## config.mk

```make
export PLATFORM = sky130hd
export DESIGN_NAME = pixel_word_unpacker_flat
export DESIGN_NICKNAME = d
export VERILOG_FILES = /design/src/rtl/pixel_word_unpacker_if.sv /design/src/rtl/pixel_word_unpacker.sv /design/src/flat_wrapper.sv
export SDC_FILE = /design/constraint.sdc
export NUM_CORES = 1
export LEC_CHECK = 0
export CORE_ASPECT_RATIO = 0.8
export CORE_MARGIN = 1.5
export CORE_UTILIZATION = 25
export CTS_BUF_LIST = sky130_fd_sc_hd__clkbuf_16
export CTS_CLUSTER_SIZE = 8
export DETAILED_ROUTE_END_ITERATION = 8
export SKIP_CTS_REPAIR_TIMING = 1
export SYNTH_ARGS = -nofsm -noshare
export SYNTH_HDL_FRONTEND = slang
export SYNTH_SLANG_ARGS = --single-unit
```

## constraint.sdc

```tcl
create_clock -name i_clk -period 2.74 [get_ports i_clk]
set_clock_uncertainty 0.2 [all_clocks]
set_input_delay 0.822 -clock i_clk [delete_from_list [all_inputs] [get_ports i_clk]]
set_output_delay 0.822 -clock i_clk [all_outputs]
set_load 0.05 [all_outputs]
```

## src/rtl/pixel_word_unpacker_if.sv

```systemverilog
// Pixel-word bus between the memory side and the sharpening datapath.
// Word side: in_valid/in_ready handshake carrying in_data (two packed pixels) and in_last.
// Pixel side: pix_valid/pix_ready handshake carrying pix_data and pix_last.
// word_count reports the number of words currently buffered by the unpacker.
// master: the surrounding environment (drives words in, accepts pixels out).
// slave:  the unpacker itself.
interface pixel_word_unpacker_if #(
  parameter int unsigned CNT_W = 3
);
  logic             in_valid;
  logic             in_ready;
  logic [15:0]      in_data;
  logic             in_last;
  logic             pix_valid;
  logic             pix_ready;
  logic [7:0]       pix_data;
  logic             pix_last;
  logic [CNT_W-1:0] word_count;

  modport master (
    output in_valid, in_data, in_last, pix_ready,
    input  in_ready, pix_valid, pix_data, pix_last, word_count
  );

  modport slave (
    input  in_valid, in_data, in_last, pix_ready,
    output in_ready, pix_valid, pix_data, pix_last, word_count
  );
endinterface

```

## src/rtl/pixel_word_unpacker.sv

```systemverilog
// Receive end of the 16-bit pixel-word bus. Buffers packed words (two 8-bit pixels each)
// in a small first-word-fall-through FIFO and emits one pixel per cycle.
// Ports:
//   i_clk    - system clock, rising edge
//   i_rst_n  - asynchronous active-low reset
//   i_clear  - synchronous flush (empties FIFO, resets byte select), highest priority
//   bus      - pixel_word_unpacker_if.slave: word input handshake, pixel output handshake,
//              and word_count (0..DEPTH)
// Optional build macro PIXEL_UNPACK_MSB_FIRST_EN: emit in_data[15:8] first, then [7:0].
module pixel_word_unpacker #(
  parameter int unsigned DEPTH = 4,
  parameter int unsigned CNT_W = 3
) (
  input logic                   i_clk,
  input logic                   i_rst_n,
  input logic                   i_clear,
  pixel_word_unpacker_if.slave  bus
);

  localparam int unsigned PTR_W = $clog2(DEPTH);

  // Each entry is {last, data}
  logic [16:0]      r_mem [DEPTH];
  logic [PTR_W-1:0] r_wr_ptr;
  logic [PTR_W-1:0] r_rd_ptr;
  logic [CNT_W-1:0] r_count;
  logic             r_sel;

  logic             w_in_ready;
  logic             w_pix_valid;
  logic             w_push;
  logic             w_pix_hs;
  logic             w_pop;
  logic [16:0]      w_head;
  logic [CNT_W-1:0] w_count_nxt;

  // Ready depends only on state, so there is no combinational path from pix_ready.
  assign w_in_ready  = (r_count != CNT_W'(DEPTH));
  assign w_pix_valid = (r_count != '0);
  assign w_push      = bus.in_valid && w_in_ready && !i_clear;
  assign w_pix_hs    = w_pix_valid && bus.pix_ready && !i_clear;
  // A word leaves the FIFO only once its second pixel is taken.
  assign w_pop       = w_pix_hs && r_sel;
  assign w_head      = r_mem[r_rd_ptr];

  always_comb begin
    w_count_nxt = r_count;
    unique case ({w_push, w_pop})
      2'b10:   w_count_nxt = r_count + CNT_W'(1);
      2'b01:   w_count_nxt = r_count - CNT_W'(1);
      default: w_count_nxt = r_count;
    endcase
  end

  always_ff @(posedge i_clk or negedge i_rst_n) begin
    if (!i_rst_n) begin
      r_wr_ptr <= '0;
      r_rd_ptr <= '0;
      r_count  <= '0;
      r_sel    <= 1'b0;
    end else if (i_clear) begin
      r_wr_ptr <= '0;
      r_rd_ptr <= '0;
      r_count  <= '0;
      r_sel    <= 1'b0;
    end else begin
      // DEPTH is a power of two, so pointers wrap naturally.
      if (w_push) r_wr_ptr <= r_wr_ptr + PTR_W'(1);
      if (w_pop)  r_rd_ptr <= r_rd_ptr + PTR_W'(1);
      if (w_pix_hs) r_sel <= ~r_sel;
      r_count <= w_count_nxt;
    end
  end

  // Storage needs no reset; contents are only observed when the count says they are valid.
  always_ff @(posedge i_clk) begin
    if (w_push) r_mem[r_wr_ptr] <= {bus.in_last, bus.in_data};
  end

  always_comb begin
`ifdef PIXEL_UNPACK_MSB_FIRST_EN
    bus.pix_data = r_sel ? w_head[7:0] : w_head[15:8];
`else
    bus.pix_data = r_sel ? w_head[15:8] : w_head[7:0];
`endif
    bus.pix_last   = w_head[16] && r_sel && w_pix_valid;
    bus.pix_valid  = w_pix_valid;
    bus.in_ready   = w_in_ready;
    bus.word_count = r_count;
  end

endmodule

```

## src/flat_wrapper.sv

```systemverilog
// flat-port wrapper written by rule: the top's interface ports become plain ports
module pixel_word_unpacker_flat 
#(
  parameter int unsigned DEPTH = 4,
  parameter int unsigned CNT_W = 3
)
  (i_clk, i_rst_n, i_clear, bus_in_valid, bus_in_data, bus_in_last, bus_pix_ready, bus_in_ready, bus_pix_valid, bus_pix_data, bus_pix_last, bus_word_count);
  pixel_word_unpacker_if #(.CNT_W(CNT_W)) bus_i ();
  input logic i_clk;
  input logic i_rst_n;
  input logic i_clear;
  input wire logic [$bits(bus_i.in_valid)-1:0] bus_in_valid;
  input wire logic [$bits(bus_i.in_data)-1:0] bus_in_data;
  input wire logic [$bits(bus_i.in_last)-1:0] bus_in_last;
  input wire logic [$bits(bus_i.pix_ready)-1:0] bus_pix_ready;
  output wire logic [$bits(bus_i.in_ready)-1:0] bus_in_ready;
  output wire logic [$bits(bus_i.pix_valid)-1:0] bus_pix_valid;
  output wire logic [$bits(bus_i.pix_data)-1:0] bus_pix_data;
  output wire logic [$bits(bus_i.pix_last)-1:0] bus_pix_last;
  output wire logic [$bits(bus_i.word_count)-1:0] bus_word_count;
  assign bus_i.in_valid = bus_in_valid;
  assign bus_i.in_data = bus_in_data;
  assign bus_i.in_last = bus_in_last;
  assign bus_i.pix_ready = bus_pix_ready;
  assign bus_in_ready = bus_i.in_ready;
  assign bus_pix_valid = bus_i.pix_valid;
  assign bus_pix_data = bus_i.pix_data;
  assign bus_pix_last = bus_i.pix_last;
  assign bus_word_count = bus_i.word_count;
  pixel_word_unpacker #(.DEPTH(DEPTH), .CNT_W(CNT_W)) u_core (.i_clk(i_clk), .i_rst_n(i_rst_n), .i_clear(i_clear), .bus(bus_i));
endmodule
```

==> impl_metrics.tcl <==
set metrics [dict create \
    crit_path_top_delay_cell "mux4_2" \
    drt-wirelength-per-cell_um 15.9 \
    synth_area_um2 3090 \
    timing.fmax_ghz 0.340 \
    track_usage 0.0966 \
    max-cap-violations 0 \
    wirelength_mm 5.90 \
    ios 36 \
    synth_top_family_by_area "multiplexers" \
    peakVddDrop_mv 0.285 \
    drt-initial-drc-count 98 \
    reg2regPathDepth 6 \
    syn_area_per_cell_um2 20.5 \
    report.final.slew_viol_count 0 \
    period_share 1.07 \
    std_cell_rows 36 \
    grt_max_degree 16 \
    synth_compound_area_frac 0.0162 \
    grt_pass1_vias 1651 \
    grt_use_met1 0.130 \
    cp-startpoint "u_core.r_rd_ptr[0]" \
    hold_violations 0 \
    via_per_inst 4.18 \
    netlist_instances 151 \
    status "finished, violations left" \
    holdWs_ns 0.381 \
    die_h_um 102 \
    setup_viol 9 \
    synthArstFlopShare 0.105 \
    insertedDiodeCount 0 \
    synthesis.nets 178 \
    min_from "u_core.r_wr_ptr[1]" \
    cts_tree "done" \
    synth-simple-area-share 0.0413 \
    reg2reg_to "u_core.bus.word_count[2]" \
    die_w_um 127 \
    cp_max_fo 6 \
    p_leak_nw 1.46 \
    area_delta_synth_final_pct 35.5 \
    nNetsFinal 240 \
    gp_congestion 0.702 \
    rsz0062_at_grt "yes" \
    critPathRequiredTime_ns 1.72 \
    violations "negative setup slack" \
    slew_headroom 0.667 \
    busiest_layer "met2" \
    muxShareOfSynthArea 0.165 \
    ys_seq_area_frac 0.726 \
    grt_pass1_wl_mm 9.04 \
    io_buffers 35 \
    grtUsageMet3 0.0398 \
    worstSetupEndpointType "primary output" \
    synth-edff-count 68 \
    met2_usage 0.144 \
    ant_nets 0 \
    synth_xor_area_frac 0.0142 \
    grt_overflow 0 \
    drt_pass1_iterations 4 \
    drc_errors 0 \
    start_kind "flop" \
    synth_ff_type "edfxtp_1" \
    core_um2 12100 \
    start_util 0.255 \
    setup_slack_ns -0.200 \
    cts_buffers 9 \
    ys_types 32 \
    clkLatencyLatePin_ns 0.33 \
    synth_adder_area_share 0.0227 \
    worstHoldEndpoint "u_core.r_wr_ptr[1]" \
    min_path_type "flop to flop" \
    cts_sinks 76 \
    total_power_mw 2.98 \
    path_cells "clkbuf_16 -> mux4_2 -> mux2_4 -> buf_6" \
    drive_gt1_frac 0.372 \
    synth_seq_cells 76 \
    cts-root-buf "clkbuf_16" \
    htreeDepth 3 \
    via_count 1546 \
    worstPathArrival_ns 1.92 \
    clock_path_buffers 2 \
    dpl.hpwl_mm 4.10 \
    dieArea_um2 13000 \
    powerDensity_nw_per_um2 712 \
    max_stage_delay_ns 0.50 \
    yosysWarnings 0 \
    clk_pin_slew_worst_paths_ns 0.06 \
    whs_path_depth 2 \
    pre_cts_ws_ns -0.165 \
    r2r_setup_slack_ns 0.42 \
    reg2reg_from "u_core.bus.word_count[0]" \
    antenna_found_initial 0 \
    path_class "flop to primary output" \
    worst_pin_slew_ns 0.499 \
    finalCriticalPeriod_ns 2.94 \
]
[worst max-delay path, delay by kind of cell (launching register included)]
family	cells	cell delay, ns
mux	2	0.78
flops	1	0.46
buf+inv	2	0.35
[where the power goes]
group	internal (mW)	total [mW]	switching (mW)
logic	0.193	0.418	0.225
registers	1.31	1.34	0.0272
clock network	0.791	1.23	0.438
total	2.29	2.98	0.690
[kinds of logic after synthesis]
kind of cell | after synthesis
adder cells (fa/ha/maj) | 5
XOR/XNOR | 5
flip-flops | 76
AND/OR/NAND/NOR | 23
buffers and inverters | 9
multiplexers | 28
AO/OA/AOI/OAI | 5
[worst max-delay path by stage]
stage                                           to  slack (ns)
after floorplan                    bus_pix_data[0]       0.007
after global placement    u_core.bus.word_count[2]       -0.11
after detailed placement  u_core.bus.word_count[2]       -0.16
after CTS                          bus_pix_data[6]       -0.24
after global routing               bus_pix_data[6]       -0.25
final                              bus_pix_data[5]       -0.20
[final cells by class]
| cell class | count | area (um2) |
|---|---|---|
| clock buffer | 9 | 225 |
| fill | 1134 | 7930 |
| sequential | 76 | 2240 |
| multi-input combinational | 66 | 826 |
| inverter | 2 | 7.51 |
| clock inverter | 7 | 91.3 |
| timing repair buffer | 58 | 604 |
| tap | 152 | 190 |
[state kept, by name (all words and copies together), names as in the netlist]
register / cells
u_core.r_wr_ptr: 2
u_core.r_sel: 1
u_core.r_mem: 68
u_core.r_rd_ptr: 2
u_core.bus.word_count: 3
[per-layer routing]
metal / wire [um] / vias up / share of wire
met2: 2700 / 27 / 0.46
li1: - / 723 / -
met4: 33 / 0 / 0.0056
met5: 0 / - / 0
met1: 2920 / 792 / 0.50
met3: 247 / 4 / 0.042
[synth_stat cells (2+ instances only)]
master	instances	area (um2)
edfxtp_1	68	2040
mux4_2	17	383
dfrtp_1	8	200
mux2_2	8	90.1
nor2_1	7	26.3
and2_1	4	25.0
ha_1	4	50.1
clkbuf_1	3	11.3
xor2_1	3	26.3
buf_2	2	10.0
inv_1	2	7.51
nand2_1	2	7.51
nand2b_1	2	12.5
nor2b_1	2	12.5
xnor2_1	2	17.5
[cells in the final DEF (no fill, tap or decap), types with 2 or more instances in the layout]
cell type,synthesis,layout
clkbuf_16,0,10
ha_1,4,4
nor2_1,7,7
xor2_1,3,3
buf_12,0,3
dfrtp_1,8,7
buf_8,0,3
inv_1,2,2
mux4_2,17,17
nor2b_1,2,2
bufinv_16,0,2
nand2_1,2,2
edfxtp_1,68,68
clkinvlp_4,0,3
clkdlybuf4s50_1,0,22
xnor2_1,2,2
and2_1,4,4
buf_4,1,20
buf_6,1,7
mux2_4,1,5
mux2_2,8,4
nand2b_1,2,2
dlymetal6s2s_1,0,2
[metrics by stage]
step | cells | setup TNS [ns] | util | cell area (um2)
global route | 370 | -2.08 | 0.346 | 4190
global placement | 353 | -0.114 | 0.311 | 3770
CTS | 369 | -1.87 | 0.337 | 4090
detailed placement | 353 | -0.165 | 0.311 | 3770
finish | 370 | -1.61 | 0.346 | 4190
floorplan | 151 | 0 | - | 3100
No activity file was read; power rests on OpenSTA's default activity.
